File: src/rtl/ctrl_pkg.sv
// Shared types and constants for the control-word issue buffer.
// The entry layout mirrors the decoder output: opcode followed by its control word.
package ctrl_pkg;

   localparam int OP_W     = 7;
   localparam int CW_W     = 26;
   localparam int HOLD_BIT = 23;

   typedef struct packed {
      logic [OP_W-1:0] op;
      logic [CW_W-1:0] cw;
   } ctrl_entry_t;

   typedef enum logic [1:0] {
      IDLE  = 2'd0,
      HOLD  = 2'd1,
      ISSUE = 2'd2
   } head_state_t;

endpackage

File: src/rtl/ctrl_fifo_mem.sv
// Register-array storage for the issue buffer, with wrapping write/read pointers.
// Exposes the entry behind the current head so the next head can be registered on a pop.
module ctrl_fifo_mem
   import ctrl_pkg::*;
#(
   parameter int DEPTH = 4,
   parameter int W     = OP_W + CW_W
) (
   input  logic         clk,
   input  logic         rst_n,
   input  logic         clr,
   input  logic         wr_en,
   input  logic         rd_en,
   input  logic [W-1:0] wr_data,
   output logic [W-1:0] peek_data
);

   localparam int PTR_W = $clog2(DEPTH);

   logic [W-1:0]     mem [DEPTH];
   logic [PTR_W-1:0] wr_ptr;
   logic [PTR_W-1:0] rd_ptr;

   always_ff @(posedge clk or negedge rst_n) begin
      if (!rst_n) begin
         wr_ptr <= '0;
         rd_ptr <= '0;
      end else if (clr) begin
         wr_ptr <= '0;
         rd_ptr <= '0;
      end else begin
         if (wr_en) wr_ptr <= wr_ptr + PTR_W'(1);
         if (rd_en) rd_ptr <= rd_ptr + PTR_W'(1);
      end
   end

   always_ff @(posedge clk) begin
      if (wr_en) mem[wr_ptr] <= wr_data;
   end

   assign peek_data = mem[rd_ptr + PTR_W'(1)];

endmodule

File: src/rtl/ctrl_issue_buffer.sv
// Buffers decoded control words and issues them downstream over valid/ready.
// Multi-cycle entries sit at the head for HOLD_CYCLES cycles before becoming issuable.
module ctrl_issue_buffer
   import ctrl_pkg::*;
#(
   parameter int DEPTH       = 4,
   parameter int OP_W        = ctrl_pkg::OP_W,
   parameter int CW_W        = ctrl_pkg::CW_W,
   parameter int HOLD_BIT    = ctrl_pkg::HOLD_BIT,
   parameter int HOLD_CYCLES = 3
) (
   input  logic                       clk,
   input  logic                       rst_n,
   input  logic                       in_valid,
   output logic                       in_ready,
   input  logic [OP_W-1:0]            in_op,
   input  logic [CW_W-1:0]            in_cw,
   input  logic                       flush,
   output logic                       out_valid,
   input  logic                       out_ready,
   output logic [OP_W-1:0]            out_op,
   output logic [CW_W-1:0]            out_cw,
   output logic [$clog2(DEPTH):0]     occupancy
);

   localparam int CNT_W = $clog2(DEPTH) + 1;
   localparam int W     = OP_W + CW_W;
   localparam logic [CNT_W-1:0] FULL_CNT  = CNT_W'(DEPTH);
   localparam logic [3:0]       HOLD_LOAD = 4'(HOLD_CYCLES - 1);

   logic [CNT_W-1:0] count;
   logic [CNT_W-1:0] count_nxt;
   head_state_t      state;
   head_state_t      state_nxt;
   logic [3:0]       hold_cnt;
   logic [3:0]       hold_nxt;
   logic             full;
   logic             push;
   logic             pop;
   logic             load_head;
   logic [W-1:0]     peek_data;
   logic [W-1:0]     head_data;

   // in_ready depends only on the registered count, never on out_ready
   assign full      = (count == FULL_CNT);
   assign in_ready  = ~full;
   assign out_valid = (state == ISSUE);
   assign occupancy = count;
   assign push      = in_valid & ~full & ~flush;
   assign pop       = out_valid & out_ready & ~flush;

   always_comb begin
      count_nxt = count;
      if (flush) begin
         count_nxt = '0;
      end else begin
         case ({push, pop})
            2'b10:   count_nxt = count + CNT_W'(1);
            2'b01:   count_nxt = count - CNT_W'(1);
            default: count_nxt = count;
         endcase
      end
   end

   // With at most one stored entry, the next head is the entry being pushed now
   assign head_data = (count <= CNT_W'(1)) ? {in_op, in_cw} : peek_data;
   assign load_head = (push & (count == '0)) | (pop & (count_nxt != '0));

   always_comb begin
      state_nxt = state;
      hold_nxt  = hold_cnt;
      if (flush) begin
         state_nxt = IDLE;
         hold_nxt  = '0;
      end else if (load_head) begin
         if (head_data[HOLD_BIT]) begin
            state_nxt = HOLD;
            hold_nxt  = HOLD_LOAD;
         end else begin
            state_nxt = ISSUE;
            hold_nxt  = '0;
         end
      end else if (pop) begin
         state_nxt = IDLE;
      end else if (state == HOLD) begin
         if (hold_cnt == 4'd0) state_nxt = ISSUE;
         else                  hold_nxt  = hold_cnt - 4'd1;
      end
   end

   always_ff @(posedge clk or negedge rst_n) begin
      if (!rst_n) begin
         state    <= IDLE;
         hold_cnt <= '0;
         count    <= '0;
      end else begin
         state    <= state_nxt;
         hold_cnt <= hold_nxt;
         count    <= count_nxt;
      end
   end

   always_ff @(posedge clk or negedge rst_n) begin
      if (!rst_n) begin
         out_op <= '0;
         out_cw <= '0;
      end else if (load_head) begin
         {out_op, out_cw} <= head_data;
      end
   end

   ctrl_fifo_mem #(
      .DEPTH (DEPTH),
      .W     (W)
   ) u_mem (
      .clk       (clk),
      .rst_n     (rst_n),
      .clr       (flush),
      .wr_en     (push),
      .rd_en     (pop),
      .wr_data   ({in_op, in_cw}),
      .peek_data (peek_data)
   );

endmodule

File: config.mk
export PLATFORM = sky130hd
export DESIGN_NAME = ctrl_issue_buffer
export DESIGN_NICKNAME = d
export VERILOG_FILES = /design/src/rtl/ctrl_pkg.sv /design/src/rtl/ctrl_fifo_mem.sv /design/src/rtl/ctrl_issue_buffer.sv
export SDC_FILE = /design/constraint.sdc
export NUM_CORES = 1
export LEC_CHECK = 0
export CORE_MARGIN = 3
export CORE_UTILIZATION = 58
export CTS_BUF_LIST = sky130_fd_sc_hd__clkbuf_4 sky130_fd_sc_hd__clkbuf_8 sky130_fd_sc_hd__clkbuf_16
export DETAILED_ROUTE_END_ITERATION = 10
export GPL_TIMING_DRIVEN = 0
export PLACE_DENSITY = 0.92
export RECOVER_POWER = 100
export SLEW_MARGIN = 20
export SYNTH_ARGS = -nofsm -noshare
export SYNTH_HDL_FRONTEND = slang
export SYNTH_SLANG_ARGS = --single-unit
File: constraint.sdc
create_clock -name clk -period 7.9 [get_ports clk]
set_input_delay 1.975 -clock clk [delete_from_list [all_inputs] [get_ports clk]]
set_output_delay 1.975 -clock clk [all_outputs]
set_load 0.02 [all_outputs]
* After elaboration in Yosys (flattened, before gate mapping) *
Memory sizes are Yosys's and may differ from the RTL's.
Index checks and enable logic that the tools add are counted.

word-level totals
  register bits = 46
  memory bits (writable) = 132
  bits of input ports = 38
  word-level logic and storage cells = 61
  memories = 1

operators by class
  add/sub/neg operators = 5
  order comparisons = 1
  equal/unequal tests = 7
  multiplexer cells = 21
  bitwise logic cells = 9
  reductions and logical operators = 10

memories
  memory     words  bits a word  rd ports  clocked after Yosys merged registers in  write ports  RTL line             RTL
  u_mem.mem  4      33           1         0                                        1            ctrl_fifo_mem.sv:20  logic [W-1:0] mem [DEPTH];

operators by type and width
  kind                                                 number
  2-to-1 mux 33 bit                                    1
  2-to-1 mux 2 bit                                     11
  2-to-1 mux 4 bit                                     5
  nonzero test 4 bit                                   2
  bitwise AND 1 bit                                    6
  one-hot mux 3 bit (2 select lines)                   1
  nonzero test 3 bit                                   2
  adder 2 x 1 -> 2 bit, second input constant          2
  equality test 2 x 1 -> 1 bit, second input constant  2
  equality test 2 bit, second input constant           2
  zero test 4 bit                                      1
  nonzero test 2 bit                                   2
  subtractor 4 x 1 -> 4 bit, second input constant     1
  adder 3 x 1 -> 3 bit, second input constant          1
  equality test 3 bit, second input constant           1
  <= comparator 3 x 1 -> 1 bit, second input constant  1
  zero test 3 bit                                      1
  2-to-1 mux 3 bit                                     1
  != test 3 x 2 -> 1 bit, second input constant        1
  != test 3 bit, second input constant                 1
  AND reduction 3 bit                                  1
  subtractor 3 x 1 -> 3 bit, second input constant     1
  2-to-1 mux 1 bit                                     2
  NOT 1 bit                                            2
  other kinds (2)                                      2

* Depth between registers and ports, before layout *
Gate-level depths: netlist (run 1).

  depth in word-level cells = 12
  mapped depth = 13

* Modules after synthesis *
Synthesis (run 1) repeated with hierarchy kept, for this count alone.

second synthesis, totals
  cells, all modules = 377
  area total of the unflattened synthesis = 7370.8 µm²

by module, submodules not included
  module             times used  cells an instance  area each (µm²)
  ctrl_fifo_mem      1           196                5052.3
  ctrl_issue_buffer  1           181                2318.5

* Worst setup path before layout (run 1) *
No wires, ideal clock.

  kind = in2reg
  from = input flush
  to = register out_cw[0]
  arrival = 3.942 ns
  required time = 7.775 ns
  path slack = 3.833 ns
  cell stages on the path = 11
  buffers on the path = 2
  cells stage by stage = inv_1 > and3_1 > inv_1 > ha_1 > or2_1 > o21ai_1 > a21oi_2 > a31oi_4 > buf_6 > buf_12 > mux2_4

on the way
  cells in the longest elaborated chain, start to end = 8
  elaborated cells between the ends (all ways) = 11
  those cells by class = eq/ne: 2; mux: 2; bitwise: 6; reduce/logical: 1

ends and longest elaborated chain
  item                                                                 RTL line                                          RTL
  from (decl)                                                          ctrl_issue_buffer.sv:18                           input logic flush,
  NOT 1 bit                                                            ctrl_issue_buffer.sv:49, ctrl_issue_buffer.sv:50
  bitwise AND 1 bit, on equally long branches                          ctrl_issue_buffer.sv:50, ctrl_issue_buffer.sv:49
  equality test 2 x 1 -> 1 bit or equality test 2 bit (tied branches)  ctrl_issue_buffer.sv:57                           case ({push, pop})
  one-hot mux 3 bit (2 select lines)                                   ctrl_issue_buffer.sv:57
  2-to-1 mux 3 bit                                                     ctrl_issue_buffer.sv:54                           if (flush) begin
  nonzero test 3 bit                                                   ctrl_issue_buffer.sv:67                           assign load_head = (push & (count == '0)) | (pop & (count_nxt != '0));
  bitwise AND 1 bit                                                    ctrl_issue_buffer.sv:67
  OR 1 bit (*)                                                         ctrl_issue_buffer.sv:67
  to (signal assigned)                                                 ctrl_issue_buffer.sv:108                          {out_op, out_cw} <= head_data;
  to (decl)                                                            ctrl_issue_buffer.sv:22                           output logic [CW_W-1:0] out_cw,

Every way passes the cells marked *; elsewhere a longest branch is shown, timed or not.
A chain may end at the register's enable or synchronous reset.

* Worst setup path after layout (run 1) *
  from = input flush
  to = register out_cw[23]

Same word-level chain as after synthesis.

==> results.sh, run 1 <==
export IMPL_fmax_ghz=0.168
export IMPL_pre_cts_ws_ns=2.79
export IMPL_ys_seq_elements=178
export IMPL_violations="capacitance limit, slew limit"
export IMPL_die_y_um=120
export IMPL_ys_flop_type="edfxtp_1"
export IMPL_dpl_cell_area_um2=8560
export IMPL_antenna_found_initial=0
export IMPL_clk_latency_ns=0.42
export IMPL_drc_errors=0
export IMPL_critical_path_buf_inv_count=5
export IMPL_syn_nets=429
export IMPL_crit_path_end_kind="flip-flop"
export IMPL_n_antenna_cell=0
export IMPL_post_cts_resized=0
export IMPL_via_count=3849
export IMPL_drt_pre_antenna_iters=5
export IMPL_setup_ws_ns=1.95
export IMPL_core_area_um2=12300
export IMPL_start_util_pct=60.8
export IMPL_skew_ns=0.00655
export IMPL_yosysWarnings=0
export IMPL_die_area_um2=14300
export IMPL_crit_type="input port to flip-flop"
export IMPL_totalWireLength_um=15000
export IMPL_run_status="finished with violations"
export IMPL_endpoint="out_cw[23]"
export IMPL_drv_cap=2
export IMPL_worst_path_max_delay_cell="clkbuf_1"
export IMPL_synth_async_reset_ratio_pct=25.8
export IMPL_reg2reg_from="occupancy[0]"
export IMPL_crit_chain="dlygate4sd3_1, inv_1, and3_1, inv_1, ha_1, or2_1, o21ai_0, a21oi_1, a31oi_1, clkbuf_1, clkbuf_1, mux2_1"
export IMPL_cts_buffers=17
export IMPL_avgViaCountPerCell=5.83
export IMPL_io_pin_count=76
export IMPL_grt_ovfl_total=0
export IMPL_avgSynthCellArea_um2=19.7
export IMPL_worstPathRequired_ns=8.20
export IMPL_final_max_slew_viol_count=54
export IMPL_grt_pass1_vias=4194
export IMPL_period_share_pct=75.3
export IMPL_cts_buffer_depth=2
export IMPL_setup_viol_count_final=0
export IMPL_wl_per_cell_um=22.8
export IMPL_hp_class="flip-flop to flip-flop"
export IMPL_fp_dieW_um=120
export IMPL_cts_tree="built"
export IMPL_slowest_delay_ns=0.70
export IMPL_reg2reg_depth=13
export IMPL_nets=528
export IMPL_synth_area_um2=7490
export IMPL_portBuffers=75
export IMPL_rrSetupSlack_ns=3.55
export IMPL_yosysTopAreaCell="edfxtp_1"
export IMPL_gr_usage_all_layers_pct=22.4
export IMPL_synthTopCellsByArea="edfxtp_1 (53%), dfrtp_1 (15%), mux4_2 (8.7%)"
export IMPL_rsz0062_at_grt="no"
export IMPL_pwr_density_cell_nw_per_um2=279
export IMPL_cts_sinks=178
export IMPL_rows=40
export IMPL_startpoint="flush"
export IMPL_path_depth=12
export IMPL_power_leakage_nw=3.18
export IMPL_irDropWorstVdd_v=0.000161
export IMPL_arrival_ns=6.25
export IMPL_cts_root_buf="clkbuf_16"
export IMPL_hold_buffers=0
export IMPL_synthCells=380
export IMPL_post_cts_buffers=0
export IMPL_final_area_um2=8930
export IMPL_area_growth_pct=19.2
export IMPL_seq_area_frac_synth_pct=68.3
export IMPL_min_period_ns=5.95
export IMPL_tightest_slew_ns=1.74
export IMPL_drtIter0Drc=324
export IMPL_setup_tns_ns=0
export IMPL_cpLargestDelayFamily="buffers and inverters"
export IMPL_clk_pin_slew_ns=0.06
export IMPL_hold_viol=0
export IMPL_synth_top_area_share_pct=52.9
export IMPL_grt_max_degree=29
export IMPL_antenna_left=0
export IMPL_drive_gt1_share_pct=21.7
export IMPL_place_hpwl_um=9410
export IMPL_h_tree_depth=4
export IMPL_worst_hold_slack_ns=0.479
export IMPL_synth_enable_flop_cells=132
export IMPL_gp_congestion=0.780
export IMPL_crit_fanout=10
export IMPL_grt_pass1_wl_um=23700
export IMPL_synth_distinct_cells=40
export IMPL_r2r_end="out_cw[23]"
export IMPL_start_kind="input port"
export IMPL_relSlewSlack_pct=-16.0
cells in the final DEF (no fill, tap or decap), types with 3 or more instances in the layout:
cell type / count
buf_12: 3
dlygate4sd3_1: 73
mux2_1: 27
dfrtp_1: 46
mux2_2: 36
nor2b_1: 3
and3_1: 6
mux2i_1: 4
o21ai_0: 3
clkbuf_1: 17
mux4_2: 29
ha_1: 11
nand2_1: 6
bufinv_16: 4
clkbuf_16: 17
edfxtp_1: 132
clkbuf_4: 5
nor3_1: 5
nor2_1: 11
mux4_1: 4
xor2_1: 4
inv_1: 12
metal layers:
layer	up-vias	GRT usage (%)	part of all wire [%]
met5	-	0	0
met4	0	8.52	1.9
met3	23	6.13	5.2
met2	136	37.5	53
met1	2008	28.3	40
li1	1682	-	-
area by class of cell:
cell class / count / area (µm²)
Buffer: 17 / 129
Clock buffer: 23 / 477
Clock inverter: 9 / 154
Fill cell: 754 / 3380
Inverter: 13 / 48.8
Multi-Input combinational cell: 172 / 2030
Sequential cell: 178 / 5110
Tap cell: 168 / 210
Timing Repair Buffer: 80 / 763
synth_stat cells (all sizes together) (2+ instances only):
cell type and number:
xor2 4, clkbuf 7, xnor2 2, nor2b 3, and3 6, mux4 33
buf 10, mux2i 4, inv 13, a211oi 3, mux2 65, a21oi 2
dfrtp 46, nor2 11, nor3 5, edfxtp 132, nand2 6, o21ai 3
nor3b 2, and2 2, nand4b 2, ha 11
metrics by stage:
step           utilization [%]  power [mW]  std cells
5_1_grt                   72.5        2.58        660
4_1_cts                   74.6        2.61        660
6_report                  72.5        2.49        660
3_3_place_gp              68.6        1.69        623
3_5_place_dp              69.5        1.72        628
2_1_floorplan                -        1.47        380
worst min-delay path by stage:
stage	slack, ns	end	cells past startpoint	start
floorplan	0.55	hold_cnt[0]	2	hold_cnt[0]
global placement	0.49	out_cw[6]	1	out_cw[6]
detailed placement	0.49	out_op[5]	1	out_op[5]
CTS	0.51	out_op[5]	1	out_op[5]
global route	0.50	out_cw[11]	1	out_cw[11]
finish	0.48	out_cw[13]	1	out_cw[13]
power breakdown:
group          leakage, nW  total, mW  internal [mW]  switching [mW]
clock network        0.311      0.894          0.556           0.338
logic                 1.10      0.439          0.206           0.233
registers             1.77       1.16           1.11          0.0507
total                 3.18       2.49           1.87           0.621
flip-flops by register name, summed over array words and instances, names as in the netlist:
| register | count |
|---|---|
| u_mem.wr_ptr | 2 |
| hold_cnt | 4 |
| u_mem.rd_ptr | 2 |
| out_cw | 26 |
| out_op | 7 |
| state | 2 |
| u_mem.mem | 132 |
| occupancy | 3 |
logic make-up (layout without fill, tap and decap cells):
kind of cell | after synthesis | in the layout | share of synthesized area, %
AO/OA/AOI/OAI | 12 | 12 | 1.44
XOR/XNOR | 6 | 6 | 0.702
adder cells (fa/ha/maj) | 11 | 11 | 1.84
buffers and inverters | 30 | 142 | 2.89
flip-flops | 178 | 178 | 68.3
multiplexers | 102 | 102 | 21.9
AND/OR/NAND/NOR | 41 | 41 | 2.96
(Power assumes the default switching activity.)
==> run 2, diff against run 1 <==
--- a/config.mk
+++ b/config.mk
@@ -6,11 +6,11 @@
 export NUM_CORES = 1
 export LEC_CHECK = 0
 export CORE_MARGIN = 3
-export CORE_UTILIZATION = 58
+export CORE_UTILIZATION = 57
 export CTS_BUF_LIST = sky130_fd_sc_hd__clkbuf_4 sky130_fd_sc_hd__clkbuf_8 sky130_fd_sc_hd__clkbuf_16
 export DETAILED_ROUTE_END_ITERATION = 10
 export GPL_TIMING_DRIVEN = 0
-export PLACE_DENSITY = 0.92
+export PLACE_DENSITY = 0.91
 export RECOVER_POWER = 100
 export SLEW_MARGIN = 20
 export SYNTH_ARGS = -nofsm -noshare
==> constraint.sdc (replaced) <==
create_clock -name clk -period 5.8 [get_ports clk]
set_input_delay 1.45 -clock clk [delete_from_list [all_inputs] [get_ports clk]]
set_output_delay 1.45 -clock clk [all_outputs]
set_load 0.02 [all_outputs]
==> run 2 against run 1 <==
  * The run still ends with capacitance limit, slew limit left
  * Clock power up 33%
  * Via count down 0.44%
  * Register-to-register slack worse by 1.4 ns
  * Setup slack worse by 0.96 ns
  * Critical endpoint is now out_op[5]
  * Largest cell class unchanged
  * Largest power group unchanged
  * Highest routed layer unchanged
==> results.sh, run 2 (synthesis results as in run 1) <==
export IMPL_crit_type="input port to flip-flop"
export IMPL_gr_usage_all_layers_pct=22.9
export IMPL_totalWireLength_um=15100
export IMPL_rows=41
export IMPL_arrival_ns=5.10
export IMPL_largest_register="u_mem.mem"
export IMPL_place_hpwl_um=9180
export IMPL_tightest_slew_ns=2.72
export IMPL_drive_gt1_share_pct=22.2
export IMPL_drtIter0Drc=341
export IMPL_pwr_density_cell_nw_per_um2=376
export IMPL_grt_busiest_layer="met2"
export IMPL_drv_cap=3
export IMPL_cts_sinks=178
export IMPL_grt_ovfl_total=0
export IMPL_largest_reg_flops=132
export IMPL_period_share_pct=82.8
export IMPL_gp_congestion=0.743
export IMPL_post_cts_resized=0
export IMPL_drt_pre_antenna_iters=4
export IMPL_antenna_left=0
export IMPL_multi_input_area_um2=2050
export IMPL_hp_class="flip-flop to flip-flop"
export IMPL_crit_fanout=10
export IMPL_crit_path_end_kind="flip-flop"
export IMPL_area_growth_pct=19.7
export IMPL_hold_buffers=0
export IMPL_nets=527
export IMPL_grt_pass1_vias=4352
export IMPL_run_status="finished with violations"
export IMPL_rsz0062_at_grt="no"
export IMPL_cts_buffer_depth=2
export IMPL_fillCellCount=837
export IMPL_fp_dieW_um=121
export IMPL_portBuffers=75
export IMPL_cts_root_buf="clkbuf_16"
export IMPL_p_sw_share_pct=25.6
export IMPL_grt_pass1_wl_um=24400
export IMPL_power_leakage_nw=3.18
export IMPL_violations="capacitance limit, slew limit"
export IMPL_skew_ns=0.00829
export IMPL_cts_tree="built"
export IMPL_start_util_pct=58.9
export IMPL_setup_tns_ns=0
export IMPL_relSlewSlack_pct=-81.5
export IMPL_final_util_pct=70.5
export IMPL_combPwrFrac_pct=17.9
export IMPL_hold_viol=0
export IMPL_grt_max_degree=47
export IMPL_die_y_um=121
export IMPL_via_count=3832
export IMPL_reg_top3="u_mem.mem x132, out_cw x26, out_op x7"
export IMPL_grt_use_met1_pct=28.9
export IMPL_irDropWorstVdd_v=0.000249
export IMPL_fmax_ghz=0.208
export IMPL_worstPathRequired_ns=6.10
export IMPL_cellInternalPower_mw=2.51
export IMPL_p_seq_share_pct=46.8
export IMPL_wl_per_cell_um=22.8
export IMPL_die_area_um2=14600
export IMPL_setup_viol_count_final=0
export IMPL_clk_pin_slew_ns=0.07
export IMPL_seq_area_um2=5110
export IMPL_grt_use_met3_pct=6.03
export IMPL_avgViaCountPerCell=5.77
export IMPL_drc_errors=0
export IMPL_p_switching_mw=0.861
export IMPL_post_cts_buffers=0
export IMPL_h_tree_depth=4
export IMPL_final_max_slew_viol_count=103
export IMPL_start_kind="input port"
export IMPL_io_pin_count=76
export IMPL_min_period_ns=4.80
export IMPL_antenna_found_initial=1
export IMPL_use_met2_pct=37.8
export IMPL_final_cell_mix="edfxtp_1 (132), dlygate4sd3_1 (73), dfrtp_1 (46)"
export IMPL_cts_buffers=17
export IMPL_clk_latency_ns=0.42
export IMPL_final_common_cell="edfxtp_1"
export IMPL_p_clk_share_pct=35.3
export IMPL_core_area_um2=12700
-- run 2: stage by stage --
step / area [µm²] / setup slack, ns / total power, mW / hold WS, ns / instances
2_1_floorplan: 7490 / 2.26 / 2.00 / 0.547 / 380
3_3_place_gp: 8460 / 1.43 / 2.31 / 0.492 / 627
3_5_place_dp: 8550 / 1.31 / 2.34 / 0.496 / 631
4_1_cts: 9170 / 1.71 / 3.53 / 0.514 / 663
5_1_grt: 8960 / 0.831 / 3.49 / 0.507 / 664
6_report: 8960 / 0.999 / 3.37 / 0.484 / 664
-- run 2: final timing paths --
kind                         startpoint    endpoint  slack, ns  cells past startpoint
hold reg to reg              out_cw[25]  out_cw[25]       0.48                      1
max in group asynchronous         rst_n  out_cw[13]       2.36                      1
min in group asynchronous         rst_n  out_cw[17]       1.89                      1
setup / recovery                  flush   out_op[5]        1.0                     12
setup reg to reg           occupancy[1]   out_op[5]       2.13                     13
hold / removal               out_cw[25]  out_cw[25]       0.48                      1
-- run 2: worst max-delay path, stage by stage --
cell	delay, ns
dlygate4sd3_1	0.63
inv_1	0.27
and3_1	0.23
inv_1	0.05
ha_1	0.36
nor2b_1	0.16
a211oi_1	0.31
a21oi_1	0.16
a31oi_4	0.27
clkbuf_1	0.62
buf_12	0.23
mux2_1	0.36
-- run 2: cell type report --
type	instances	area share [%]
repair buffers	79	8.47
well taps	172	2.40
flip-flops and latches	178	57.1
diodes	1	0.0279
inverters	13	0.544
clock buffers	21	5.22
clock inverters	11	1.69
plain buffers	17	1.74
multi-input cells	172	22.8
-- run 2: routing by layer --
layer,share of wire (%),up-vias
li1,-,1681
met4,1.2,0
met1,40,1980
met2,53,157
met5,0,-
met3,5.9,14
-- run 2: power by group through the flow --
| stage | logic [mW] | registers [mW] | clock network [mW] |
|---|---|---|---|
| floorplan | 0.261 | 1.74 | 0 |
| global placement | 0.702 | 1.60 | 0 |
| detailed placement | 0.727 | 1.61 | 0 |
| CTS | 0.737 | 1.59 | 1.21 |
| global route | 0.641 | 1.59 | 1.26 |
| finish | 0.604 | 1.58 | 1.19 |
